**src/rtl/gelu_ratio_unit.sv**
```systemverilog
// GELU ratio stage: r = E/(E+1) by radix-2 restoring division, then gelu = x*r in Q10.22.
// One element at a time, valid/ready on both sides.
module gelu_ratio_unit #(
    parameter int unsigned WIDTH  = 32,
    parameter int unsigned Q_IN   = 22,
    parameter int unsigned Q_EXP  = 16,
    parameter int unsigned R_BITS = 16
) (
    input  logic                 clk,
    input  logic                 rst_n,
    input  logic                 in_valid,
    output logic                 in_ready,
    input  logic [WIDTH-1:0]     x_in,
    input  logic [2*WIDTH-1:0]   exp_in,
    output logic                 out_valid,
    input  logic                 out_ready,
    output logic [WIDTH-1:0]     gelu_out,
    output logic                 busy
);

    localparam int unsigned REM_W  = 2 * WIDTH + 1;
    localparam int unsigned PROD_W = WIDTH + R_BITS + 1;
    localparam int unsigned CNT_W  = $clog2(R_BITS);
    localparam logic [REM_W-1:0] E_ONE = REM_W'(1) << Q_EXP;

    typedef enum logic [1:0] {
        ST_IDLE,
        ST_DIV,
        ST_MUL,
        ST_DONE
    } state_t;

    state_t state, state_nxt;

    logic [WIDTH-1:0]  x_reg;
    logic [REM_W-1:0]  rem;
    logic [REM_W-1:0]  den;
    logic [R_BITS-1:0] q;
    logic [CNT_W-1:0]  cnt;

    logic [REM_W-1:0]  e_ld;
    logic [REM_W-1:0]  rem_sh;
    logic [REM_W-1:0]  rem_nxt;
    logic              q_bit;
    logic              div_last;
    logic signed [PROD_W-1:0] x_ext;
    logic signed [PROD_W-1:0] q_ext;
    logic signed [PROD_W-1:0] prod;
    logic              unused_bits;

    // State register
    always_ff @(posedge clk or negedge rst_n) begin
        if (!rst_n) begin
            state <= ST_IDLE;
        end else begin
            state <= state_nxt;
        end
    end

    assign div_last = (cnt == CNT_W'(R_BITS - 1));

    // Next-state logic
    always_comb begin
        state_nxt = state;
        case (state)
            ST_IDLE: if (in_valid)  state_nxt = ST_DIV;
            ST_DIV:  if (div_last)  state_nxt = ST_MUL;
            ST_MUL:                 state_nxt = ST_DONE;
            ST_DONE: if (out_ready) state_nxt = ST_IDLE;
            default:                state_nxt = ST_IDLE;
        endcase
    end

    // Handshake/status decode
    always_comb begin
        in_ready  = 1'b0;
        out_valid = 1'b0;
        busy      = 1'b1;
        case (state)
            ST_IDLE: begin
                in_ready = 1'b1;
                busy     = 1'b0;
            end
            ST_DONE: out_valid = 1'b1;
            default: ;
        endcase
    end

    // Negative exponent results clamp to zero; extra MSB keeps E+1 from overflowing
    assign e_ld = exp_in[2*WIDTH-1] ? '0 : {1'b0, exp_in};

    // Restoring division step; rem < den always, so the shifted MSB is never set
    assign rem_sh  = {rem[REM_W-2:0], 1'b0};
    assign q_bit   = (rem_sh >= den);
    assign rem_nxt = q_bit ? (rem_sh - den) : rem_sh;

    // Signed x times unsigned ratio; the slice is the arithmetic shift by R_BITS
    assign x_ext = {{(R_BITS + 1){x_reg[WIDTH-1]}}, x_reg};
    assign q_ext = {{(WIDTH + 1){1'b0}}, q};
    assign prod  = x_ext * q_ext;

    assign unused_bits = ^{prod[R_BITS-1:0], prod[PROD_W-1], rem[REM_W-1], 32'(Q_IN)};

    // Datapath registers
    always_ff @(posedge clk or negedge rst_n) begin
        if (!rst_n) begin
            x_reg    <= '0;
            rem      <= '0;
            den      <= '0;
            q        <= '0;
            cnt      <= '0;
            gelu_out <= '0;
        end else begin
            case (state)
                ST_IDLE: begin
                    if (in_valid) begin
                        x_reg <= x_in;
                        rem   <= e_ld;
                        den   <= e_ld + E_ONE;
                        q     <= '0;
                        cnt   <= '0;
                    end
                end
                ST_DIV: begin
                    rem <= rem_nxt;
                    q   <= {q[R_BITS-2:0], q_bit};
                    cnt <= cnt + CNT_W'(1);
                end
                ST_MUL: begin
                    gelu_out <= prod[R_BITS +: WIDTH];
                end
                default: ;
            endcase
        end
    end

endmodule

```
**config.mk**
```make
export PLATFORM = sky130hd
export DESIGN_NAME = gelu_ratio_unit
export DESIGN_NICKNAME = d
export VERILOG_FILES = /design/src/rtl/gelu_ratio_unit.sv
export SDC_FILE = /design/constraint.sdc
export NUM_CORES = 2
export LEC_CHECK = 0
export CAP_MARGIN = 20
export CELL_PAD_IN_SITES_DETAIL_PLACEMENT = 1
export CELL_PAD_IN_SITES_GLOBAL_PLACEMENT = 2
export CORE_ASPECT_RATIO = 0.8
export CORE_UTILIZATION = 33
export CTS_BUF_LIST = sky130_fd_sc_hd__clkbuf_8
export DETAILED_ROUTE_END_ITERATION = 10
export PLACE_DENSITY_LB_ADDON = 0.1
export SYNTH_ARGS = -nofsm -noshare
export SYNTH_HDL_FRONTEND = slang
export SYNTH_SLANG_ARGS = --single-unit
export TNS_END_PERCENT = 100
```
**constraint.sdc**
```tcl
create_clock -name clk -period 11 [get_ports clk]
set_input_delay 2.2 -clock clk [delete_from_list [all_inputs] [get_ports clk]]
set_output_delay 2.2 -clock clk [all_outputs]
set_load 0.1 [all_outputs]
```
==> out/results.ini <==
[global_routing]
grtUsageTotal_pct = 22.2
grt_pass1_vias = 27101
grt_max_degree = 99
grt-ovfl-total = 0
grt_first_pass_wirelength_um = 164000
antenna_found_initial = 5

[timing]
relSlewSlack_pct = 24.4
fin_crit_ns = 7.85
skew_ns = 0.0361
max_freq_mhz = 127
grt_setup_unrepaired = no
period_share_pct = 71.3
hold_violations = 0
drv_slew = 0
tightest_slew_ns = 1.13
tns_ns = 0
setup_violations = 0

[logic_synthesis]
synth_flop_cell = dfrtp_1
synth-seq-area-share_pct = 17.2
synth_top_cell_area_share_pct = 31.1
synth_largest_area_cell = fa_1
yosys_register_bits = 214
syn_area_mm2 = 0.0311
synth_fp_nets = 4238
syn_area_per_cell_um2 = 8.96
yosysUniqueCellTypes = 82
synth_cells = 3473
synth_edf_count = 0
synth_area_leaders = fa_1 31%, dfrtp_1 17%, inv_1 7.7%, ha_1 7.3%, nand2_1 5.9%
async_reset_ff_share_pct = 100
yosysWarnings = 0

[cts]
cts.reportedPaths.clkPinSlew_ns = 0.08
post_cts_resized = 0
insertion_delay_ns = 0.68
holdBufCountCts = 0
cts_buffers = 47
post_cts_buffers = 0
clockBufferDepth = 3
cts_tree = built
root_buffer = clkbuf_8
h-tree-depth = 2
clock_sinks = 214

[critical_path]
required_ns = 11.61
worstSetupEndpointType = flip-flop
worst_setup_path_start_kind = flip-flop
regToRegSetupSlack_ns = 3.15
path_class = reg -> reg
cp.arrival_ns = 8.45
critical_path.max_fanout = 23

[final_layout]
final_cells = 4780
fin_util_pct = 37.1
layout-area-overhead-vs-synth_pct = 11.2
final_cell_mix = 648 x inv_1, 487 x nand2_1, 483 x fa_1
nFillCells = 10808
final_common_cell = inv_1
fin_nets = 4284
regArea_mm2 = 0.00536
drive_above_1_share_pct = 5.63
reg_top3 = den x64, rem x64
design_area_mm2 = 0.0346
multiInputGateArea_mm2 = 0.0227

[floorplan]
die_x_um = 345
design.portCount = 135
core_mm2 = 0.0932
die_h_um = 277
rows = 100
initial_core_util_pct = 33.4
die_area_mm2 = 0.0955

[worst_hold_path]
min_path_type = reg -> reg

[detailed_routing]
num_vias = 24133
drtIter0Drc = 1177
drtPass1Iterations = 5
drcViolationCount = 0
antenna_left = 0
wl_per_cell_um = 21.5
wl_um = 103000
vias_per_cell = 5.05

[placed_design]
dpl.hpwl_um = 79500
placedInstanceArea_mm2 = 0.0336
numPortBuffers = 134
placed_cells = 4694
gp_congestion = 0.864

[job]
cap_violations = 0

[status]
status = finished clean

[through the flow]
step           hold WS (ns)  worst slack (ns)
2_1_floorplan         0.439              4.60
3_3_place_gp          0.463              3.30
3_5_place_dp          0.471              3.18
4_1_cts               0.484              3.15
5_1_grt               0.505              2.83
6_report              0.482              3.15
[metal layers]
| layer | track usage, % | part of all wire, % | vias up |
|---|---|---|---|
| met3 | 2.69 | 3.7 | 95 |
| met5 | 0 | 0.019 | - |
| li1 | - | - | 11034 |
| met2 | 33.0 | 43 | 383 |
| met4 | 4.49 | 1.9 | 2 |
| met1 | 34.2 | 52 | 12619 |
[kinds of logic (layout without fill, tap and decap cells)]
logic type	count (synthesis)	in the layout	synth area share (%)
mux	114	114	3.90
compound gates	515	515	10.8
xor+xnor	148	148	4.17
fa+ha+maj	665	665	38.4
other cells	0	1	0
buf+inv	816	898	10.0
flops	214	214	17.2
simple gates	1001	1001	15.5
[synth_stat cells (4+ instances only)]
| master | number |
|---|---|
| inv_1 | 640 |
| nand2_1 | 489 |
| fa_1 | 483 |
| and2_1 | 240 |
| dfrtp_1 | 214 |
| ha_1 | 182 |
| clkbuf_1 | 159 |
| a21oi_1 | 103 |
| xnor2_1 | 97 |
| nor2_1 | 92 |
| o21ai_0 | 88 |
| o21ai_1 | 67 |
| mux2_2 | 59 |
| mux2i_1 | 55 |
| a21o_1 | 51 |
| xor2_1 | 51 |
| a22oi_1 | 46 |
| nand3_1 | 37 |
| nand4_1 | 33 |
| nor2b_1 | 24 |
| nor3_1 | 21 |
| o221ai_1 | 20 |
| a31oi_1 | 18 |
| a22o_1 | 17 |
| o21bai_1 | 16 |
| and3_1 | 14 |
| o211ai_1 | 12 |
| o21a_1 | 12 |
| nand2b_1 | 9 |
| a211oi_1 | 7 |
| and4_1 | 7 |
| or3_1 | 7 |
| buf_2 | 6 |
| a2111oi_0 | 5 |
| a221oi_1 | 5 |
| buf_6 | 5 |
| nor4_1 | 5 |
| o31ai_1 | 5 |
| a21boi_1 | 4 |
| o41ai_1 | 4 |
[worst paths after layout]
check                                     to  depth (start not counted)   start
worst max-delay path            gelu_out[27]                         22    q[5]
max in group asynchronous       gelu_out[23]                          3   rst_n
min in group asynchronous            den[51]                          1   rst_n
worst min register to register        den[4]                          2  den[4]
worst max register to register  gelu_out[27]                         22    q[5]
worst min-delay path                  den[4]                          2  den[4]
[worst max-delay path, stage by stage, from the launching register on]
cell	delay, ns
dfrtp_1	0.74
buf_4	0.39
and2_1	0.19
fa_1	0.41
inv_1	0.09
fa_1	0.41
fa_1	0.52
inv_1	0.05
fa_1	0.47
fa_1	0.55
inv_1	0.05
fa_1	0.53
inv_1	0.05
ha_1	0.35
and3_1	0.25
nand4_1	0.11
o211a_1	0.24
nor2_1	0.86
a41oi_2	0.41
o21bai_1	0.32
a21oi_1	0.16
or4b_1	0.49
nand4_1	0.10
[layout make-up]
type                            count  share of cell area [%]
Multi-Input combinational cell   2443                    65.5
Sequential cell                   214                    15.5
Inverter                          642                    6.96
Timing Repair Buffer              171                    4.69
Tap cell                         1224                    4.42
Clock buffer                       58                    2.31
Clock inverter                     27                   0.636
Antenna cell                        1                 0.00723
Power is not shown: default switching activity piles up to over one toggle a cycle in this logic, so the estimate is an artifact.
